==> src/rtl/fifo_write_feeder_if.sv <==
// fifo_write_feeder_if: upstream valid/ready stream plus FIFO write-side bus.
// master = feeder side, slave = upstream source / FIFO side.
interface fifo_write_feeder_if #(
   parameter int DATA_WIDTH = 1,
   parameter int LPM_WIDTHU = 4
);
   logic                  in_valid;
   logic [DATA_WIDTH-1:0] in_data;
   logic                  in_ready;
   logic                  wrreq;
   logic [DATA_WIDTH-1:0] data;
   logic [LPM_WIDTHU:0]   wrusedw;
   logic                  wrfull;

   modport master (
      input  in_valid, in_data, wrusedw, wrfull,
      output in_ready, wrreq, data
   );

   modport slave (
      output in_valid, in_data, wrusedw, wrfull,
      input  in_ready, wrreq, data
   );
endinterface

==> src/rtl/fifo_write_feeder.sv <==
// fifo_write_feeder: accepts a valid/ready word stream into a 2-entry skid
// buffer and writes it into a FIFO, keeping HEADROOM words free.
// Optional statistics counters are built only when FIFO_WRITE_FEEDER_STATS_EN
// is defined; otherwise words_written/stall_cycles are tied to 0.
//
// state | meaning
// EMPTY | no word buffered
// ONE   | one word buffered (in head)
// TWO   | two words buffered (head, tail); upstream held off
module fifo_write_feeder #(
   parameter int DATA_WIDTH   = 1,
   parameter int LPM_NUMWORDS = 16,
   parameter int LPM_WIDTHU   = 4,
   parameter int HEADROOM     = 2
) (
   input  logic                 wrclk,
   input  logic                 aclr_n,
   fifo_write_feeder_if.master  bus,
   output logic                 overflow_err,
   output logic [31:0]          words_written,
   output logic [31:0]          stall_cycles
);

   typedef enum logic [1:0] {
      EMPTY = 2'd0,
      ONE   = 2'd1,
      TWO   = 2'd2
   } state_t;

   // Fill threshold; sum carries one extra bit so wrusedw + wrreq cannot wrap.
   localparam logic [LPM_WIDTHU+1:0] WR_LIMIT = (LPM_WIDTHU+2)'(LPM_NUMWORDS - HEADROOM);

   state_t                state, state_nxt;
   logic [DATA_WIDTH-1:0] head, head_nxt;
   logic [DATA_WIDTH-1:0] tail, tail_nxt;
   logic                  ready_q;
   logic                  wrreq_q;
   logic [DATA_WIDTH-1:0] data_q;
   logic [LPM_WIDTHU+1:0] fill_sum;
   logic                  can_write;
   logic                  push;
   logic                  pop;

   // wrreq_q is included so a write already in flight counts against the limit.
   assign fill_sum  = {1'b0, bus.wrusedw} + {{(LPM_WIDTHU+1){1'b0}}, wrreq_q};
   assign can_write = !bus.wrfull && (fill_sum < WR_LIMIT);
   assign push      = bus.in_valid && ready_q;
   assign pop       = (state != EMPTY) && can_write;

   assign bus.in_ready = ready_q;
   assign bus.wrreq    = wrreq_q;
   assign bus.data     = data_q;

   // State register, skid storage and registered write-side outputs.
   always_ff @(posedge wrclk or negedge aclr_n) begin
      if (!aclr_n) begin
         state   <= EMPTY;
         head    <= '0;
         tail    <= '0;
         ready_q <= 1'b0;
         wrreq_q <= 1'b0;
         data_q  <= '0;
      end else begin
         state   <= state_nxt;
         head    <= head_nxt;
         tail    <= tail_nxt;
         ready_q <= (state_nxt != TWO);
         wrreq_q <= pop;
         if (pop) begin
            data_q <= head;
         end
      end
   end

   // Next state and buffer contents; head is always the oldest word.
   always_comb begin
      state_nxt = state;
      head_nxt  = head;
      tail_nxt  = tail;
      case (state)
         EMPTY: begin
            if (push) begin
               state_nxt = ONE;
               head_nxt  = bus.in_data;
            end
         end
         ONE: begin
            if (push && pop) begin
               head_nxt = bus.in_data;
            end else if (push) begin
               tail_nxt  = bus.in_data;
               state_nxt = TWO;
            end else if (pop) begin
               state_nxt = EMPTY;
            end
         end
         TWO: begin
            // in_ready is low here, so only a pop can occur.
            if (pop) begin
               head_nxt  = tail;
               state_nxt = ONE;
            end
         end
         default: begin
            state_nxt = EMPTY;
         end
      endcase
   end

   // Sticky flag: a write was strobed while the FIFO reported full.
   always_ff @(posedge wrclk or negedge aclr_n) begin
      if (!aclr_n) begin
         overflow_err <= 1'b0;
      end else if (wrreq_q && bus.wrfull) begin
         overflow_err <= 1'b1;
      end
   end

`ifdef FIFO_WRITE_FEEDER_STATS_EN
   logic [31:0] words_q;
   logic [31:0] stall_q;

   // Saturating counters of FIFO writes and of blocked cycles with data held.
   always_ff @(posedge wrclk or negedge aclr_n) begin
      if (!aclr_n) begin
         words_q <= '0;
         stall_q <= '0;
      end else begin
         if (wrreq_q && (words_q != 32'hFFFF_FFFF)) begin
            words_q <= words_q + 32'd1;
         end
         if ((state != EMPTY) && !can_write && (stall_q != 32'hFFFF_FFFF)) begin
            stall_q <= stall_q + 32'd1;
         end
      end
   end

   assign words_written = words_q;
   assign stall_cycles  = stall_q;
`else
   assign words_written = 32'd0;
   assign stall_cycles  = 32'd0;
`endif

endmodule

==> src/flat_wrapper.sv <==
// flat-port wrapper written by rule: the top's interface ports become plain ports
module fifo_write_feeder_flat 
#(
   parameter int DATA_WIDTH   = 1,
   parameter int LPM_NUMWORDS = 16,
   parameter int LPM_WIDTHU   = 4,
   parameter int HEADROOM     = 2
)
  (wrclk, aclr_n, overflow_err, words_written, stall_cycles, bus_in_valid, bus_in_data, bus_wrusedw, bus_wrfull, bus_in_ready, bus_wrreq, bus_data);
  fifo_write_feeder_if #(.DATA_WIDTH(DATA_WIDTH), .LPM_WIDTHU(LPM_WIDTHU)) bus_i ();
  input  logic wrclk;
  input  logic aclr_n;
  output logic overflow_err;
  output logic [31:0] words_written;
  output logic [31:0] stall_cycles;
  input wire logic [$bits(bus_i.in_valid)-1:0] bus_in_valid;
  input wire logic [$bits(bus_i.in_data)-1:0] bus_in_data;
  input wire logic [$bits(bus_i.wrusedw)-1:0] bus_wrusedw;
  input wire logic [$bits(bus_i.wrfull)-1:0] bus_wrfull;
  output wire logic [$bits(bus_i.in_ready)-1:0] bus_in_ready;
  output wire logic [$bits(bus_i.wrreq)-1:0] bus_wrreq;
  output wire logic [$bits(bus_i.data)-1:0] bus_data;
  assign bus_i.in_valid = bus_in_valid;
  assign bus_i.in_data = bus_in_data;
  assign bus_i.wrusedw = bus_wrusedw;
  assign bus_i.wrfull = bus_wrfull;
  assign bus_in_ready = bus_i.in_ready;
  assign bus_wrreq = bus_i.wrreq;
  assign bus_data = bus_i.data;
  fifo_write_feeder #(.DATA_WIDTH(DATA_WIDTH), .LPM_NUMWORDS(LPM_NUMWORDS), .LPM_WIDTHU(LPM_WIDTHU), .HEADROOM(HEADROOM)) u_core (.wrclk(wrclk), .aclr_n(aclr_n), .bus(bus_i), .overflow_err(overflow_err), .words_written(words_written), .stall_cycles(stall_cycles));
endmodule
==> config.mk <==
export PLATFORM = sky130hd
export DESIGN_NAME = fifo_write_feeder_flat
export DESIGN_NICKNAME = d
export VERILOG_FILES = /design/src/rtl/fifo_write_feeder_if.sv /design/src/rtl/fifo_write_feeder.sv /design/src/flat_wrapper.sv
export SDC_FILE = /design/constraint.sdc
export NUM_CORES = 1
export LEC_CHECK = 0
export CAP_MARGIN = 30
export CORE_ASPECT_RATIO = 0.75
export CORE_MARGIN = 1
export CORE_UTILIZATION = 35
export CTS_BUF_LIST = sky130_fd_sc_hd__clkbuf_8
export DETAILED_ROUTE_END_ITERATION = 16
export GPL_ROUTABILITY_DRIVEN = 0
export PLACE_DENSITY = 0.95
export SLEW_MARGIN = 10
export SYNTH_ARGS = -nofsm -noshare
export SYNTH_HDL_FRONTEND = slang
export SYNTH_SLANG_ARGS = --single-unit
==> constraint.sdc <==
create_clock -name wrclk -period 3.53 [get_ports wrclk]
set_clock_uncertainty 0.15 [all_clocks]
set_input_delay 0.353 -clock wrclk [delete_from_list [all_inputs] [get_ports wrclk]]
set_output_delay 0.353 -clock wrclk [all_outputs]
set_load 0.02 [all_outputs]
======== After elaboration in Yosys (flattened, before gate mapping) ========
Cells that the tools add are included.
storage, ports and cells
  flip-flop bits (word level) ............. 8
  logic and storage cells ................. 37
cells by class
  equal/unequal tests ..................... 6
  reduce and logical (&&, ||, !) cells .... 11
  bitwise logic cells ..................... 1
  add/subtract/negate cells ............... 1
  $lt $le $gt $ge ......................... 1
  multiplexer cells ....................... 10
operators with widths
  operator                                                     count
  two-way mux 2 bit                                            5
  adder 5 x 1 -> 6 bit                                         1
  less-than comparator 6 x 4 -> 1 bit (second input constant)  1
  inequality test 2 x 1 -> 1 bit (second input constant)       3
  one-hot mux 2 bit (3 select lines)                           1
  logical AND 1 bit                                            5
  AND reduction 4 bit                                          1
  two-way mux 1 bit                                            3
  one-hot mux 1 bit (3 select lines)                           1
  AND reduction 3 bit                                          1
  nonzero test 3 bit                                           1
  == test 2 x 1 -> 1 bit (second input constant)               1
  == test 2 bit (second input constant)                        1
  zero test 2 bit                                              1
  inequality test 2 bit (second input constant)                1
  nonzero test 2 bit                                           1
  zero test 1 bit                                              1
  NOT 1 bit                                                    1

======== Longest topological paths before layout ========
  depth in word-level cells ............... 9
  depth in mapped cells ................... 7
  gate-level depth less buffers ........... 7

======== Least setup slack after synthesis ========
No wires, ideal clock.
  kind .................................... register to register
  start point ............................. reg u_core.wrreq_q, in the netlist u_core.bus.wrreq
  end point ............................... reg u_core.state[0]
  data arrival time ....................... 1712 ps
  clock period less this slack ............ 1993 ps
  stages on the path, launching flop included .. 8
  slack ................................... 1537 ps
  data required time ...................... 3249 ps
  path buffers ............................ 0
  path through ............................ dfrtp_1 > and2_1 > ha_1 > nand3_1 > o21ba_2 > o211ai_2 > and4b_1 > or3_1
on the way
  word-level cells in the longest chain between the ends .. 8
  elaborated cells on any way between the ends .. 10
  those cells by class .................... add/sub (1); order compare (1); mux (5); reduce/logical (3)
RTL lines
  element                                  RTL line                 RTL
  from (decl)                              fifo_write_feeder.sv:37  logic wrreq_q;
  from (signal assigned)                   fifo_write_feeder.sv:68  wrreq_q <= pop;
  adder 5 x 1 -> 6 bit (*)                 fifo_write_feeder.sv:45  assign fill_sum = {1'b0, bus.wrusedw} + {{(LPM_WIDTHU+1){1'b0}}, wrreq_q};
  less-than comparator 6 x 4 -> 1 bit (*)  fifo_write_feeder.sv:46  assign can_write = !bus.wrfull && (fill_sum < WR_LIMIT);
  logical AND 1 bit (*)                    fifo_write_feeder.sv:46
  logical AND 1 bit (*)                    fifo_write_feeder.sv:48  assign pop = (state != EMPTY) && can_write;
  two-way mux 2 bit                        fifo_write_feeder.sv:93  end else if (pop) begin
  two-way mux 2 bit                        fifo_write_feeder.sv:90  end else if (push) begin
  two-way mux 2 bit                        fifo_write_feeder.sv:88  if (push && pop) begin
  one-hot mux 2 bit (3 select lines) (*)   fifo_write_feeder.sv:80  case (state)
  via u_core.state_nxt[0]                  fifo_write_feeder.sv:33  state_t state, state_nxt;
  to (signal assigned)                     fifo_write_feeder.sv:64  state <= state_nxt;
  to (decl)                                fifo_write_feeder.sv:33
Mark *: on every way through the listed nets, which the timed path passes. The rest lies on a longest branch.
A chain may end at the register's enable or synchronous reset.

======== Worst setup path in the final report ========
  start point ............................. in bus_wrusedw[0]
  end point ............................... reg u_core.state[0]
on the way
  word-level cells in the longest chain between the ends .. 8
  elaborated cells on any way between the ends .. 10
  those cells by class .................... add/sub (1); order compare (1); mux (5); reduce/logical (3)
RTL lines
  element                                  RTL line                 RTL
  from (decl)                              flat_wrapper.sv:18       input wire logic [$bits(bus_i.wrusedw)-1:0] bus_wrusedw;
  adder 5 x 1 -> 6 bit (*)                 fifo_write_feeder.sv:45
  less-than comparator 6 x 4 -> 1 bit (*)  fifo_write_feeder.sv:46
  logical AND 1 bit (*)                    fifo_write_feeder.sv:46
  logical AND 1 bit (*)                    fifo_write_feeder.sv:48
  two-way mux 2 bit                        fifo_write_feeder.sv:93
  two-way mux 2 bit                        fifo_write_feeder.sv:90
  two-way mux 2 bit                        fifo_write_feeder.sv:88
  one-hot mux 2 bit (3 select lines) (*)   fifo_write_feeder.sv:80
  via u_core.state_nxt[0]                  fifo_write_feeder.sv:33
Marks and branches as above.

==> report_table.html <==
<table>
<tr><th>Metric</th><th>Value</th></tr>
<tr><th colspan="2">Yosys</th></tr>
<tr><td>Synthesized area per cell</td><td>8.571 µm²</td></tr>
<tr><td>Fraction of registers with async set/reset</td><td>100.0%</td></tr>
<tr><td>Number of distinct library cells after synthesis</td><td>26</td></tr>
<tr><td>Warnings from Yosys</td><td>0</td></tr>
<tr><td>Gate Count Post-Synth</td><td>107</td></tr>
<tr><td>Ys flop type</td><td>sky130_fd_sc_hd__dfrtp_1</td></tr>
<tr><td>Post-synthesis register bit count</td><td>8</td></tr>
<tr><td>Post-synthesis sequential area ratio</td><td>21.83%</td></tr>
<tr><td>Number of flops mapped to enable cells by yosys</td><td>0</td></tr>
<tr><td>Portion of synthesized cell area occupied by the leading cell type</td><td>52.39%</td></tr>
<tr><td>Top post-synthesis cells by area</td><td>sky130_fd_sc_hd__buf_4 52%, sky130_fd_sc_hd__dfrtp_1 22%, sky130_fd_sc_hd__nand2_1 2.0%</td></tr>
<tr><td>Area leader, netlist</td><td>sky130_fd_sc_hd__buf_4</td></tr>
<tr><td>Cell area after synthesis</td><td>917.1 µm²</td></tr>
<tr><th colspan="2">Cells and area</th></tr>
<tr><td>Most common cell after layout, fill and taps aside</td><td>sky130_fd_sc_hd__conb_1</td></tr>
<tr><td>Fin cells</td><td>156</td></tr>
<tr><td>Inserted Diodes</td><td>0</td></tr>
<tr><td>Layout Nets</td><td>135</td></tr>
<tr><td>Area overhead of the layout relative to synthesis</td><td>-3.274%</td></tr>
<tr><td>Fin util</td><td>37.22%</td></tr>
<tr><td>Fillcell total</td><td>260</td></tr>
<tr><td>Top library cells by usage in the layout, fill and taps aside</td><td>64 x sky130_fd_sc_hd__conb_1, 13 x sky130_fd_sc_hd__clkdlybuf4s50_1, 8 x sky130_fd_sc_hd__dfrtp_1</td></tr>
<tr><td>Share of layout cells above drive strength 1</td><td>7.377%</td></tr>
<tr><th colspan="2">STA</th></tr>
<tr><td>Time the worst path needs with I/O delays and setup</td><td>2.245 ns</td></tr>
<tr><td>Final hold slack</td><td>0.2513 ns</td></tr>
<tr><td>RSZ-0062 raised after global routing</td><td>no</td></tr>
<tr><td>Maximum achievable frequency</td><td>0.4455 GHz</td></tr>
<tr><td>Max-slew violation count</td><td>0</td></tr>
<tr><td>Final Hold Vio Count</td><td>0</td></tr>
<tr><td>Final setup violation count</td><td>0</td></tr>
<tr><td>Post-Route Setup TNS</td><td>0 ns</td></tr>
<tr><td>Tcrit/Tclk final</td><td>63.59%</td></tr>
<tr><th colspan="2">Global route</th></tr>
<tr><td>Pin count of the biggest net entering global routing</td><td>9</td></tr>
<tr><td>Tot GR Track Use</td><td>9.308%</td></tr>
<tr><td>Number of global-route vias before repair</td><td>384</td></tr>
<tr><td>Number of antenna violations at the first check in global routing</td><td>0</td></tr>
<tr><td>Wire length of the first global-routing pass</td><td>1752 µm</td></tr>
<tr><td>Overflow after GRT</td><td>0</td></tr>
<tr><th colspan="2">Run status</th></tr>
<tr><td>Run status</td><td>complete, no violations</td></tr>
<tr><th colspan="2">CTS</th></tr>
<tr><td>Number of instances resized during post-cts repair</td><td>0</td></tr>
<tr><td>Clock tree from TritonCTS</td><td>built</td></tr>
<tr><td>Post-CTS clock slew at the launch and capture registers of the worst setup and hold paths</td><td>0.04 ns</td></tr>
<tr><td>Worst skew pair latency</td><td>0.23 ns</td></tr>
<tr><td>Buffers from clock root to sink, at most</td><td>2</td></tr>
<tr><td>Count of buffers added by post-CTS timing repair for setup</td><td>0</td></tr>
<tr><td>Root buffer cell</td><td>sky130_fd_sc_hd__clkbuf_8</td></tr>
<tr><td>Number of levels in the clock H-tree</td><td>1</td></tr>
<tr><td>Number of clock sinks</td><td>8</td></tr>
<tr><td>Post-cts hold buffer count</td><td>0</td></tr>
<tr><td>Total CTS buffers</td><td>3</td></tr>
<tr><th colspan="2">Place</th></tr>
<tr><td>Cell count after placement</td><td>153</td></tr>
<tr><td>Number of buffer cells added on primary ports</td><td>13</td></tr>
<tr><td>DP Wirelength</td><td>1072 µm</td></tr>
<tr><th colspan="2">Floorplan</th></tr>
<tr><td>X dimension of the die</td><td>61.11 µm</td></tr>
<tr><td>Initial cell density of the core</td><td>38.48%</td></tr>
<tr><td>Total core area</td><td>0.002384 mm²</td></tr>
<tr><td>Die Ht</td><td>46.33 µm</td></tr>
<tr><td>Row count</td><td>15</td></tr>
<tr><td>Full die area</td><td>0.002831 mm²</td></tr>
<tr><td>I/O pin cnt</td><td>78</td></tr>
<tr><th colspan="2">Worst setup path</th></tr>
<tr><td>Type of element capturing the critical path</td><td>register</td></tr>
<tr><td>Required time worst endpoint</td><td>3.48 ns</td></tr>
<tr><td>Kind of launch point of the worst setup path</td><td>primary input</td></tr>
<tr><td>Category of the critical setup timing path</td><td>primary input to register</td></tr>
<tr><td>Arrival time reported for the critical path endpoint</td><td>2.19 ns</td></tr>
<tr><td>Biggest fanout along the worst timing path</td><td>8</td></tr>
<tr><th colspan="2">Detailed routing</th></tr>
<tr><td>Detail Route Antenna Nets</td><td>0</td></tr>
<tr><td>Detail-routed net length per standard cell</td><td>7.885 µm</td></tr>
<tr><td>DRC errors left</td><td>0</td></tr>
<tr><td>Number of DRC markers after the initial detailed-route iteration</td><td>8</td></tr>
<tr><td>Detailed-route vias per instance</td><td>3.359</td></tr>
<tr><td>Number of detailed-routing iterations run before antenna repair</td><td>4</td></tr>
<tr><td>Drt total wl</td><td>1230 µm</td></tr>
<tr><td>Total vias in the final route</td><td>524</td></tr>
<tr><th colspan="2">Job</th></tr>
<tr><td>Max-cap check violation count</td><td>0</td></tr>
<tr><th colspan="2">Power and ir drop</th></tr>
<tr><td>Leakage power of the design</td><td>0.4740 nW</td></tr>
<tr><td>Pwr dens</td><td>586.4 mW/mm²</td></tr>
<tr><td>Max VDD drop</td><td>0.1549 mV</td></tr>
<tr><td>PnR Total Power</td><td>0.0005202 W</td></tr>
<tr><th colspan="2">Worst hold path</th></tr>
<tr><td>Worst Hold Class</td><td>primary input to async pin</td></tr>
</table>
cell usage after synthesis (2+ instances only):
cell type                 number
sky130_fd_sc_hd__or3_1         2
sky130_fd_sc_hd__nand3_1       3
sky130_fd_sc_hd__dfrtp_1       8
sky130_fd_sc_hd__buf_4        64
sky130_fd_sc_hd__o21ai_0       2
sky130_fd_sc_hd__nand2_1       5
sky130_fd_sc_hd__nor2_1        4
per-layer routing:
metal	up-vias	global-route usage, %	wire length [µm]
li1	250	-	-
met1	242	9.137	431
met2	30	16.30	675
met3	2	4.213	101
met4	0	5.455	21
met5	-	0	0
worst max-delay path: stages:
cell and delay, ns:
sky130_fd_sc_hd__clkdlybuf4s50_1 0.47, sky130_fd_sc_hd__and2_1 0.12, sky130_fd_sc_hd__ha_1 0.18, sky130_fd_sc_hd__nand3_1 0.10, sky130_fd_sc_hd__o21ai_1 0.16, sky130_fd_sc_hd__o211ai_2 0.21
sky130_fd_sc_hd__and4b_1 0.25, sky130_fd_sc_hd__or3_1 0.35
report_power, final:
| group | leakage, nW | internal [W] | total, W | switching [W] |
|---|---|---|---|---|
| Combinational | 0.359 | 0.0000980 | 0.000245 | 0.000147 |
| Clock | 0.0216 | 0.0000737 | 0.000108 | 0.0000340 |
| Sequential | 0.0936 | 0.000133 | 0.000167 | 0.0000339 |
| Total | 0.474 | 0.000305 | 0.000520 | 0.000215 |
kinds of logic (layout without fill, tap and decap cells):
kind of cell / count (synthesis) / after routing / share of synthesized area (%)
and+or+nand+nor: 20 / 20 / 11.87
xor gates and xnor gates: 2 / 2 / 1.910
other: 1 / 64 / 0.4089
DFF: 8 / 8 / 21.83
adders and majority gates: 1 / 1 / 1.364
buffers and inverters: 64 / 16 / 52.39
AOI/OAI and AO/OA: 8 / 8 / 6.139
muxes: 3 / 3 / 4.092
worst paths after layout:
check	end	cells past startpoint	slack, ns	start
max	u_core.state[0]	8	1.29	bus_wrusedw[0]
min	u_core.tail	1	0.25	aclr_n
max reg2reg	u_core.state[0]	7	1.44	u_core.bus.wrreq
min reg2reg	u_core.overflow_err	1	0.30	u_core.overflow_err
max in group asynchronous	u_core.state[0]	1	2.72	aclr_n
min in group wrclk	u_core.overflow_err	1	0.30	u_core.overflow_err
final cells by class:
cell class                 instances  area [µm²]  share of cell area [%]
clock buffer                       3       41.29                   4.654
multi-input combinational         98       473.0                   53.31
sequential                         8       200.2                   22.57
tap                               34       42.54                   4.795
timing repair buffer              13       130.1                   14.67
per-stage QoR:
step                      worst slack (ns)  area [µm²]
final                                1.285       887.1
after floorplan                      1.537        1154
after detailed placement             1.067       845.8
after CTS                            1.301       887.1
after global routing                 1.183       887.1
after global placement               1.141       845.8
sequential cells by signal, indices dropped and copies added (netlist names):
register	flops
u_core.bus.data	1
u_core.overflow_err	1
u_core.bus.in_ready	1
u_core.head	1
u_core.bus.wrreq	1
u_core.state	2
u_core.tail	1
Note: power is estimated with default switching activity, not from simulation.
